===== config.mk =====
export PLATFORM = sky130hd
export DESIGN_NAME = arc4_ctrl
export DESIGN_NICKNAME = d
export VERILOG_FILES = /design/src/rtl/arc4_pkg.sv /design/src/rtl/arc4_smem_mux.sv /design/src/rtl/arc4_ctrl.sv
export SDC_FILE = /design/constraint.sdc
export NUM_CORES = 1
export LEC_CHECK = 0
export ABC_AREA = 1
export CAP_MARGIN = 25
export CORE_ASPECT_RATIO = 1.25
export CORE_MARGIN = 2
export CORE_UTILIZATION = 37
export CTS_CLUSTER_SIZE = 16
export DETAILED_ROUTE_END_ITERATION = 12
export PLACE_DENSITY = 0.78
export SKIP_CTS_REPAIR_TIMING = 1
export SLEW_MARGIN = 20
export SYNTH_ARGS = -nofsm -noshare
export SYNTH_HDL_FRONTEND = slang
export SYNTH_SLANG_ARGS = --single-unit

===== constraint.sdc =====
create_clock -name clk -period 2.5 [get_ports clk]
set_input_delay 0.75 -clock clk [delete_from_list [all_inputs] [get_ports clk]]
set_output_delay 0.75 -clock clk [all_outputs]
set_load 0.005 [all_outputs]

===== src/rtl/arc4_pkg.sv =====
// arc4_pkg: shared state/phase types, S-memory widths and default phase timeout.
package arc4_pkg;
  localparam int S_ADDR_W = 8;
  localparam int S_DATA_W = 8;
  localparam int TIMEOUT_DEF = 1024;
  typedef enum logic [2:0] {
    IDLE, START_INIT, WAIT_INIT, START_KSA, WAIT_KSA, START_PRGA, WAIT_PRGA
  } state_t;
  typedef enum logic [1:0] {PH_NONE = 2'd0, PH_INIT = 2'd1, PH_KSA = 2'd2, PH_PRGA = 2'd3} phase_t;
  function automatic phase_t owner(input state_t s);
    return (s == START_INIT || s == WAIT_INIT) ? PH_INIT :
           (s == START_KSA  || s == WAIT_KSA)  ? PH_KSA  :
           (s == START_PRGA || s == WAIT_PRGA) ? PH_PRGA : PH_NONE;
  endfunction
endpackage


===== src/rtl/arc4_smem_mux.sv =====
// arc4_smem_mux: combinational three-way S-port mux selected by the current owner phase.
module arc4_smem_mux
  import arc4_pkg::*;
(
  input  phase_t              phase,
  input  logic [S_ADDR_W-1:0] init_addr,
  input  logic [S_DATA_W-1:0] init_wrdata,
  input  logic                init_wren,
  input  logic [S_ADDR_W-1:0] ksa_addr,
  input  logic [S_DATA_W-1:0] ksa_wrdata,
  input  logic                ksa_wren,
  input  logic [S_ADDR_W-1:0] prga_addr,
  input  logic [S_DATA_W-1:0] prga_wrdata,
  input  logic                prga_wren,
  output logic [S_ADDR_W-1:0] s_addr,
  output logic [S_DATA_W-1:0] s_wrdata,
  output logic                s_wren
);
  // only the owning engine reaches the memory; no owner parks the port at zero
  always_comb begin
    s_addr   = phase == PH_INIT ? init_addr   : phase == PH_KSA ? ksa_addr   : phase == PH_PRGA ? prga_addr   : '0;
    s_wrdata = phase == PH_INIT ? init_wrdata : phase == PH_KSA ? ksa_wrdata : phase == PH_PRGA ? prga_wrdata : '0;
    s_wren   = phase == PH_INIT ? init_wren   : phase == PH_KSA ? ksa_wren   : phase == PH_PRGA ? prga_wren   : 1'b0;
  end
endmodule


===== src/rtl/arc4_ctrl.sv =====
// arc4_ctrl: sequences init/ksa/prga over en/rdy, owns the S-port mux, latches the key, flags hung engines.
module arc4_ctrl
  import arc4_pkg::*;
#(
  parameter int TIMEOUT = TIMEOUT_DEF,
  parameter int KEY_W   = 24
) (
  input  logic                clk,
  input  logic                rst_n,
  input  logic                en,
  output logic                rdy,
  output logic                err,
  output logic [1:0]          phase,
  input  logic [KEY_W-1:0]    key,
  output logic [KEY_W-1:0]    key_q,
  output logic                init_en,
  output logic                ksa_en,
  output logic                prga_en,
  input  logic                init_rdy,
  input  logic                ksa_rdy,
  input  logic                prga_rdy,
  input  logic [S_ADDR_W-1:0] init_addr,
  input  logic [S_ADDR_W-1:0] ksa_addr,
  input  logic [S_ADDR_W-1:0] prga_addr,
  input  logic [S_DATA_W-1:0] init_wrdata,
  input  logic [S_DATA_W-1:0] ksa_wrdata,
  input  logic [S_DATA_W-1:0] prga_wrdata,
  input  logic                init_wren,
  input  logic                ksa_wren,
  input  logic                prga_wren,
  output logic [S_ADDR_W-1:0] s_addr,
  output logic [S_DATA_W-1:0] s_wrdata,
  output logic                s_wren
);
  state_t      state, nxt;
  phase_t      own;
  logic [15:0] cnt;
  logic        cur_rdy, tout, accept;
  // next state, start pulses and status; exit condition wins over timeout
  always_comb begin
    own     = owner(state);
    cur_rdy = own == PH_INIT ? init_rdy : own == PH_KSA ? ksa_rdy : own == PH_PRGA ? prga_rdy : 1'b0;
    tout    = cnt == 16'(TIMEOUT - 1);
    accept  = state == IDLE && en;
    rdy     = state == IDLE;
    init_en = state == START_INIT && init_rdy;
    ksa_en  = state == START_KSA && ksa_rdy;
    prga_en = state == START_PRGA && prga_rdy;
    nxt     = state == IDLE ? (en ? START_INIT : IDLE) :
              cur_rdy ? (state == WAIT_PRGA ? IDLE : state_t'(state + 3'd1)) :
              tout ? IDLE : state;
  end
  // state register, per-state cycle counter, sticky error and key latch
  always_ff @(posedge clk or negedge rst_n) begin
    if (!rst_n) begin
      state <= IDLE;
      cnt   <= '0;
      err   <= 1'b0;
      key_q <= '0;
    end else begin
      state <= nxt;
      cnt   <= (nxt != state || state == IDLE) ? '0 : cnt + 16'd1;
      if (accept) begin
        err   <= 1'b0;
        key_q <= key;
      end else if (state != IDLE && !cur_rdy && tout) begin
        err <= 1'b1;
      end
    end
  end
  assign phase = own;
  arc4_smem_mux u_mux (
    .phase      (own),
    .init_addr  (init_addr),
    .init_wrdata(init_wrdata),
    .init_wren  (init_wren),
    .ksa_addr   (ksa_addr),
    .ksa_wrdata (ksa_wrdata),
    .ksa_wren   (ksa_wren),
    .prga_addr  (prga_addr),
    .prga_wrdata(prga_wrdata),
    .prga_wren  (prga_wren),
    .s_addr     (s_addr),
    .s_wrdata   (s_wrdata),
    .s_wren     (s_wren)
  );
endmodule


## After elaboration in Yosys (flattened, before gate mapping)

Cells that the tools add are included.

| cells by class | value |
|---|---|
| reductions and logical operators | 14 |
| eq/ne operators | 11 |
| multiplexer cells | 23 |
| add/sub/neg operators | 2 |

Operators with widths:

| kind | number |
|---|---|
| 8-bit 2-to-1 mux | 6 |
| 16-bit by 1-bit adder with 16-bit output, second input constant | 1 |
| 16-bit by 10-bit equality test with 1-bit output, second input constant | 1 |
| 16-bit 2-to-1 mux | 1 |
| 3-bit 2-to-1 mux | 4 |
| 3-bit equality test, second input constant | 3 |
| 1-bit 2-to-1 mux | 9 |
| 3-bit by 2-bit equality test with 1-bit output, second input constant | 2 |
| 1-bit logical AND | 6 |
| 2-bit 2-to-1 mux | 3 |
| 2-bit equality test, second input constant | 2 |
| 1-bit logical OR | 4 |
| 3-bit by 1-bit adder with 3-bit output, second input constant | 1 |
| 3-bit by 1-bit equality test with 1-bit output, second input constant | 1 |
| 3-bit logical NOT | 1 |
| 3-bit != test | 1 |
| 3-bit nonzero test | 1 |
| 2-bit by 1-bit equality test with 1-bit output, second input constant | 1 |
| 2-bit nonzero test | 1 |
| 1-bit logical NOT | 1 |

| storage, ports and cells | value |
|---|---|
| bits of input ports | 81 |
| bits in registers | 44 |
| logic and storage cells | 54 |
| output and inout port bits | 48 |

## Logic depth before layout (Yosys ltp)

| logic depth | value |
|---|---|
| word-level depth | 14 |
| gate-level depth with buffers | 18 |

## Modules after synthesis

From an unflattened synthesis, not the netlist that was laid out.

| second synthesis, totals | value |
|---|---|
| cells, all modules | 337 |
| area, all modules | 2,766.4 sq um |

Modules (own cells, without submodules):

| module | times used | cells each | area each (sq um) |
|---|---|---|---|
| arc4_ctrl | 1 | 257 | 2,277.2 |
| arc4_smem_mux | 1 | 80 | 489.2 |

## Worst setup path after synthesis

Ideal clock, no wire load.

| path | value |
|---|---|
| kind | reg-to-output |
| start | register state[0] |
| end | output s_addr[0] |
| required time | 1.750 ns |
| path buffers | 2 |
| data arrival time | 1.875 ns |
| path slack | -0.125 ns |
| cell stages (with the launch flop) | 9 |
| cell sequence | dfrtp_1 inv_1 ha_1 clkbuf_1 nand2_1 clkinv_1 clkbuf_1 nand2_1 nand3_1 |

| on the way | value |
|---|---|
| longest elaborated chain between the ends | 9 |
| elaborated cells on any way between the ends | 18 |
| classes of those cells | 9 x eq/ne; 6 x mux; 3 x reduce/logical |

Ends and longest elaborated chain:

| what | RTL line | source |
|---|---|---|
| start: declaration | arc4_ctrl.sv:35 | `state_t state, nxt;` |
| start signal: assignment | arc4_ctrl.sv:61 | `state <= nxt;` |
| 3-bit equality test | arc4_pkg.sv:13 | `(s == START_PRGA \|\| s == WAIT_PRGA) ? PH_PRGA : PH_NONE;` |
| 1-bit logical OR | arc4_pkg.sv:13 |  |
| 2-bit 2-to-1 mux | arc4_pkg.sv:13 |  |
| 2-bit 2-to-1 mux | arc4_pkg.sv:12 | `(s == START_KSA \|\| s == WAIT_KSA) ? PH_KSA :` |
| 2-bit 2-to-1 mux (*) | arc4_pkg.sv:11 | `return (s == START_INIT \|\| s == WAIT_INIT) ? PH_INIT :` |
| net phase[0] | arc4_ctrl.sv:13 | `output logic [1:0] phase,` |
| 2-bit equality test | arc4_smem_mux.sv:21 | `s_addr = phase == PH_INIT ? init_addr : phase == PH_KSA ? ksa_addr : phase == PH_PRGA ? prga_addr : '0;` |
| 8-bit 2-to-1 mux (2 in a row) | arc4_smem_mux.sv:21 |  |
| 8-bit 2-to-1 mux (*) | arc4_smem_mux.sv:21 |  |
| end: declaration | arc4_ctrl.sv:31 | `output logic [S_ADDR_W-1:0] s_addr,` |

Mark *: on every way through the listed nets, which the timed path passes. The rest lies on a longest branch.

## Worst setup path in the final report

| path | value |
|---|---|
| start | register state[0] |
| end | output s_wrdata[4] |

| on the way | value |
|---|---|
| longest elaborated chain between the ends | 9 |
| elaborated cells on any way between the ends | 18 |
| classes of those cells | 9 x eq/ne; 6 x mux; 3 x reduce/logical |

Ends and longest elaborated chain:

| what | RTL line | source |
|---|---|---|
| 3-bit equality test | arc4_pkg.sv:13 |  |
| 1-bit logical OR | arc4_pkg.sv:13 |  |
| 2-bit 2-to-1 mux | arc4_pkg.sv:13 |  |
| 2-bit 2-to-1 mux | arc4_pkg.sv:12 |  |
| 2-bit 2-to-1 mux (*) | arc4_pkg.sv:11 |  |
| 2-bit equality test | arc4_smem_mux.sv:22 | `s_wrdata = phase == PH_INIT ? init_wrdata : phase == PH_KSA ? ksa_wrdata : phase == PH_PRGA ? prga_wrdata : '0 ...` |
| 8-bit 2-to-1 mux (2 in a row) | arc4_smem_mux.sv:22 |  |
| 8-bit 2-to-1 mux (*) | arc4_smem_mux.sv:22 |  |
| end: declaration | arc4_ctrl.sv:32 | `output logic [S_DATA_W-1:0] s_wrdata,` |

Every way passes the cells marked *; elsewhere a longest branch is shown, timed or not.

==> metrics.md <==
| Metric | Value |
|---|---|
| Status | finished, violations left |
| Failing checks | setup timing |
| Global route overflow | 0 |
| Dominant synthesized flop cell | dfrtp_1 |
| Routed len/inst | 13.1 µm |
| Final hold vios | 0 |
| Final critical-path required period | 2.80 ns |
| # rows | 34 |
| Clock slew at reported path FFs | 0.08 ns |
| DIE AREA | 0.00769 mm² |
| Seq/Total Area, Yosys | 0.425 |
| Clock buffer depth | 2 |
| Global Route Usage Sum | 0.185 |
| P_leak | 2.18 nW |
| Core region area | 0.00685 mm² |
| H-tree Lvls | 2 |
| Port bufs | 128 |
| HP Class | reg2reg |
| Area growth, synth to finish | 72.0% |
| Final setup margin | -0.297 ns |
| Post-DRT Antenna Nets | 0 |
| Routed vias | 2,763 |
| Placer Congestion | 0.829 |
| Req. time, crit path | 1.75 ns |
| Setup violations, final | 20 |
| TritonCTS Sinks | 44 |
| RSZ-0062 raised after global routing | true |
| Reg2reg setup slack | 0.24 ns |
| Top post-synthesis cells by area | dfrtp_1 43%, nand2_1 19%, nand3_1 5.8% |
| Die Width | 78.8 µm |
| Clk_lat worst skew | 0.29 ns |
| Count of yosys warnings during synthesis | 0 |
| Starting Density | 0.378 |
| Share of cells above drive strength 1 | 0.257 |
| Worst hold path cell count | 2 |
| Layout Utilization | 0.650 |
| Total negative slack | -4.05 ns |
| Vias in the first global route | 2,723 |
| Async SR Flop Fraction | 1.00 |
| FF-to-FF Start | state[1] |
| Crit path DAT | 2.05 ns |
| Pin count of the biggest net entering global routing | 45 |
| Finished Layout Cells | 584 |
| Mapped Cells | 336 |
| Cell Area, Synth | 0.00259 mm² |
| Drt drc | 0 |
| Hold Startpoint | key_q[14] |
| Worst Tran Pin Value | 0.534 ns |
| Die Span Y | 97.5 µm |
| Syn Nets | 423 |
| Syn Area/Cell | 7.70 µm² |
| RR Endpoint | cnt[0] |
| Final HPWL DP | 5640 µm |
| Setup CP Type | reg2out |
| Final Skew | 0.00486 ns |
| Worst reg2reg path depth | 18 |
| Max-cap viol count | 0 |
| Pre-Repair DR Iteration Count | 4 |
| Diode count | 0 |
| IO Pins | 129 |
| Fmax | 358 MHz |
| Worst relative slew slack | 0.644 |
| Post-synth cell types | 28 |
| Via/cell ratio | 4.73 |
| Initial DRC count | 73 |
| CP startpoint kind | register |
| Post-synth EDFFs | 0 |
| Antenna violations before repair | 0 |
| CTS tree | yes |
| CP Launch Point | state[0] |
| Seq cells post-synth | 44 |
| Hold endpoint | key_q[14] |
| CTS Buf Count | 5 |
| Pwr/cell area | 1060 mW/mm² |
| Critical Path Fanout Max | 5 |
| Cell taking the most area after synthesis | dfrtp_1 |
| First-pass GRT wire length | 11,600 µm |
| Root Driver | clkbuf_8 |
| Final Cycle Share | 1.12 |
| Yosys top cell area share | 0.425 |
| Post-Route WL | 7670 µm |
| CP endpoint kind | output port |
| Slew Limit Fails | 0 |
| Layout Nets | 580 |
| Worst IR Drop VDD | 0.622 mV |
| Post-Place Cells | 568 |
==> how the worst max path moves through the flow <==
| stage | end | cells past startpoint | slack (ns) |
|---|---|---|---|
| floorplan | s_addr[0] | 8 | 0.04 |
| global placement | s_wrdata[6] | 13 | -0.30 |
| detailed placement | s_addr[4] | 13 | -0.38 |
| CTS | s_addr[4] | 13 | -0.71 |
| global route | s_wrdata[4] | 13 | -0.42 |
| finish | s_wrdata[4] | 13 | -0.30 |
==> synthesized netlist by cell type, types with 2 or more instances <==
library cell,n
clkbuf_1,9
a221oi_1,4
nand3_1,30
nand3_2,3
ha_1,6
xor2_1,6
nor2_2,5
nand2_1,130
inv_1,24
or2_2,2
nand4_1,6
clkinv_1,2
nand2_4,3
nor2_1,28
nor3_1,3
nand3_4,2
nand2_2,5
o21ai_0,5
nor2_4,10
dfrtp_1,44
xnor2_1,2
==> routing by layer <==
layer | part of all wire | vias up | global-route usage
met5 | 0 | - | 0
met4 | 0.013 | 0 | 0.0544
met3 | 0.095 | 11 | 0.0586
met2 | 0.50 | 117 | 0.344
met1 | 0.39 | 1266 | 0.198
li1 | - | 1369 | -
==> critical path, cell delays in order, from the launching register on <==
cell,delay [ns]
dfrtp_2,0.44
inv_4,0.07
ha_4,0.17
nor2_4,0.11
nand2_1,0.07
nand2_2,0.08
nand2_4,0.06
inv_4,0.06
nor2_4,0.03
buf_6,0.11
buf_6,0.12
a221oi_2,0.23
nor2_1,0.08
buf_2,0.13
==> report_power, final <==
part / total (W) / internal (W) / switching [W] / leakage [nW]
clock: 0.000522 / 0.000296 / 0.000226 / 0.0552
combinational: 0.00314 / 0.00155 / 0.00159 / 1.55
sequential: 0.00108 / 0.000932 / 0.000144 / 0.571
total: 0.00474 / 0.00278 / 0.00196 / 2.18
==> sequential cells by signal, indices dropped and copies added, names as in the netlist <==
register / cells
state: 3
cnt: 16
err: 1
key_q: 24
==> kinds of logic after synthesis <==
logic type | after synthesis | synth area share
and+or+nand+nor | 230 | 0.430
DFF | 44 | 0.425
buffers and inverters | 37 | 0.0580
AOI/OAI and AO/OA | 11 | 0.0304
xor gates and xnor gates | 8 | 0.0271
adders and majority gates | 6 | 0.0290
==> per-stage QoR <==
step | area (µm²) | total power (W) | worst slack, ns | hold WS (ns)
6_report | 4450 | 0.00474 | -0.297 | 0.482
5_1_grt | 4450 | 0.00510 | -0.422 | 0.504
4_1_cts | 4230 | 0.00455 | -0.712 | 0.486
3_5_place_dp | 4120 | 0.00401 | -0.385 | 0.464
3_3_place_gp | 4120 | 0.00395 | -0.297 | 0.463
2_1_floorplan | 2590 | 0.00248 | 0.0392 | 0.454
==> cells in the final DEF (no fill, tap or decap), types with 2 or more instances in the layout <==
| cell type | synthesis | routed |
|---|---|---|
| nand4_1 | 6 | 6 |
| nand3_1 | 30 | 21 |
| xor2_1 | 6 | 6 |
| clkdlybuf4s50_1 | 0 | 106 |
| nand3_2 | 3 | 12 |
| nor2_2 | 5 | 4 |
| or2_2 | 2 | 2 |
| ha_4 | 0 | 3 |
| nor2_1 | 28 | 27 |
| dlymetal6s2s_1 | 0 | 4 |
| clkbuf_2 | 0 | 15 |
| nor3_1 | 3 | 3 |
| dfrtp_2 | 0 | 2 |
| nand2_2 | 5 | 11 |
| nand3_4 | 2 | 2 |
| inv_1 | 24 | 21 |
| buf_4 | 0 | 23 |
| nand2_1 | 130 | 118 |
| inv_4 | 0 | 3 |
| inv_2 | 1 | 3 |
| xnor2_1 | 2 | 2 |
| nor2_4 | 10 | 12 |
| buf_6 | 0 | 6 |
| ha_1 | 6 | 3 |
| dfrtp_1 | 44 | 42 |
| o21ai_0 | 5 | 5 |
| clkbuf_8 | 0 | 5 |
| buf_2 | 0 | 3 |
| a221oi_2 | 0 | 4 |
| nand2_4 | 3 | 9 |
==> cell type report <==
type / instances / area (µm²)
tap: 90 / 113
fill: 547 / 2400
multi-input combinational: 255 / 1520
timing repair buffer: 160 / 1500
inverter: 27 / 109
sequential: 44 / 1100
clock inverter: 2 / 35.0
clock buffer: 6 / 72.6
No activity file was read; power rests on OpenSTA's default activity.
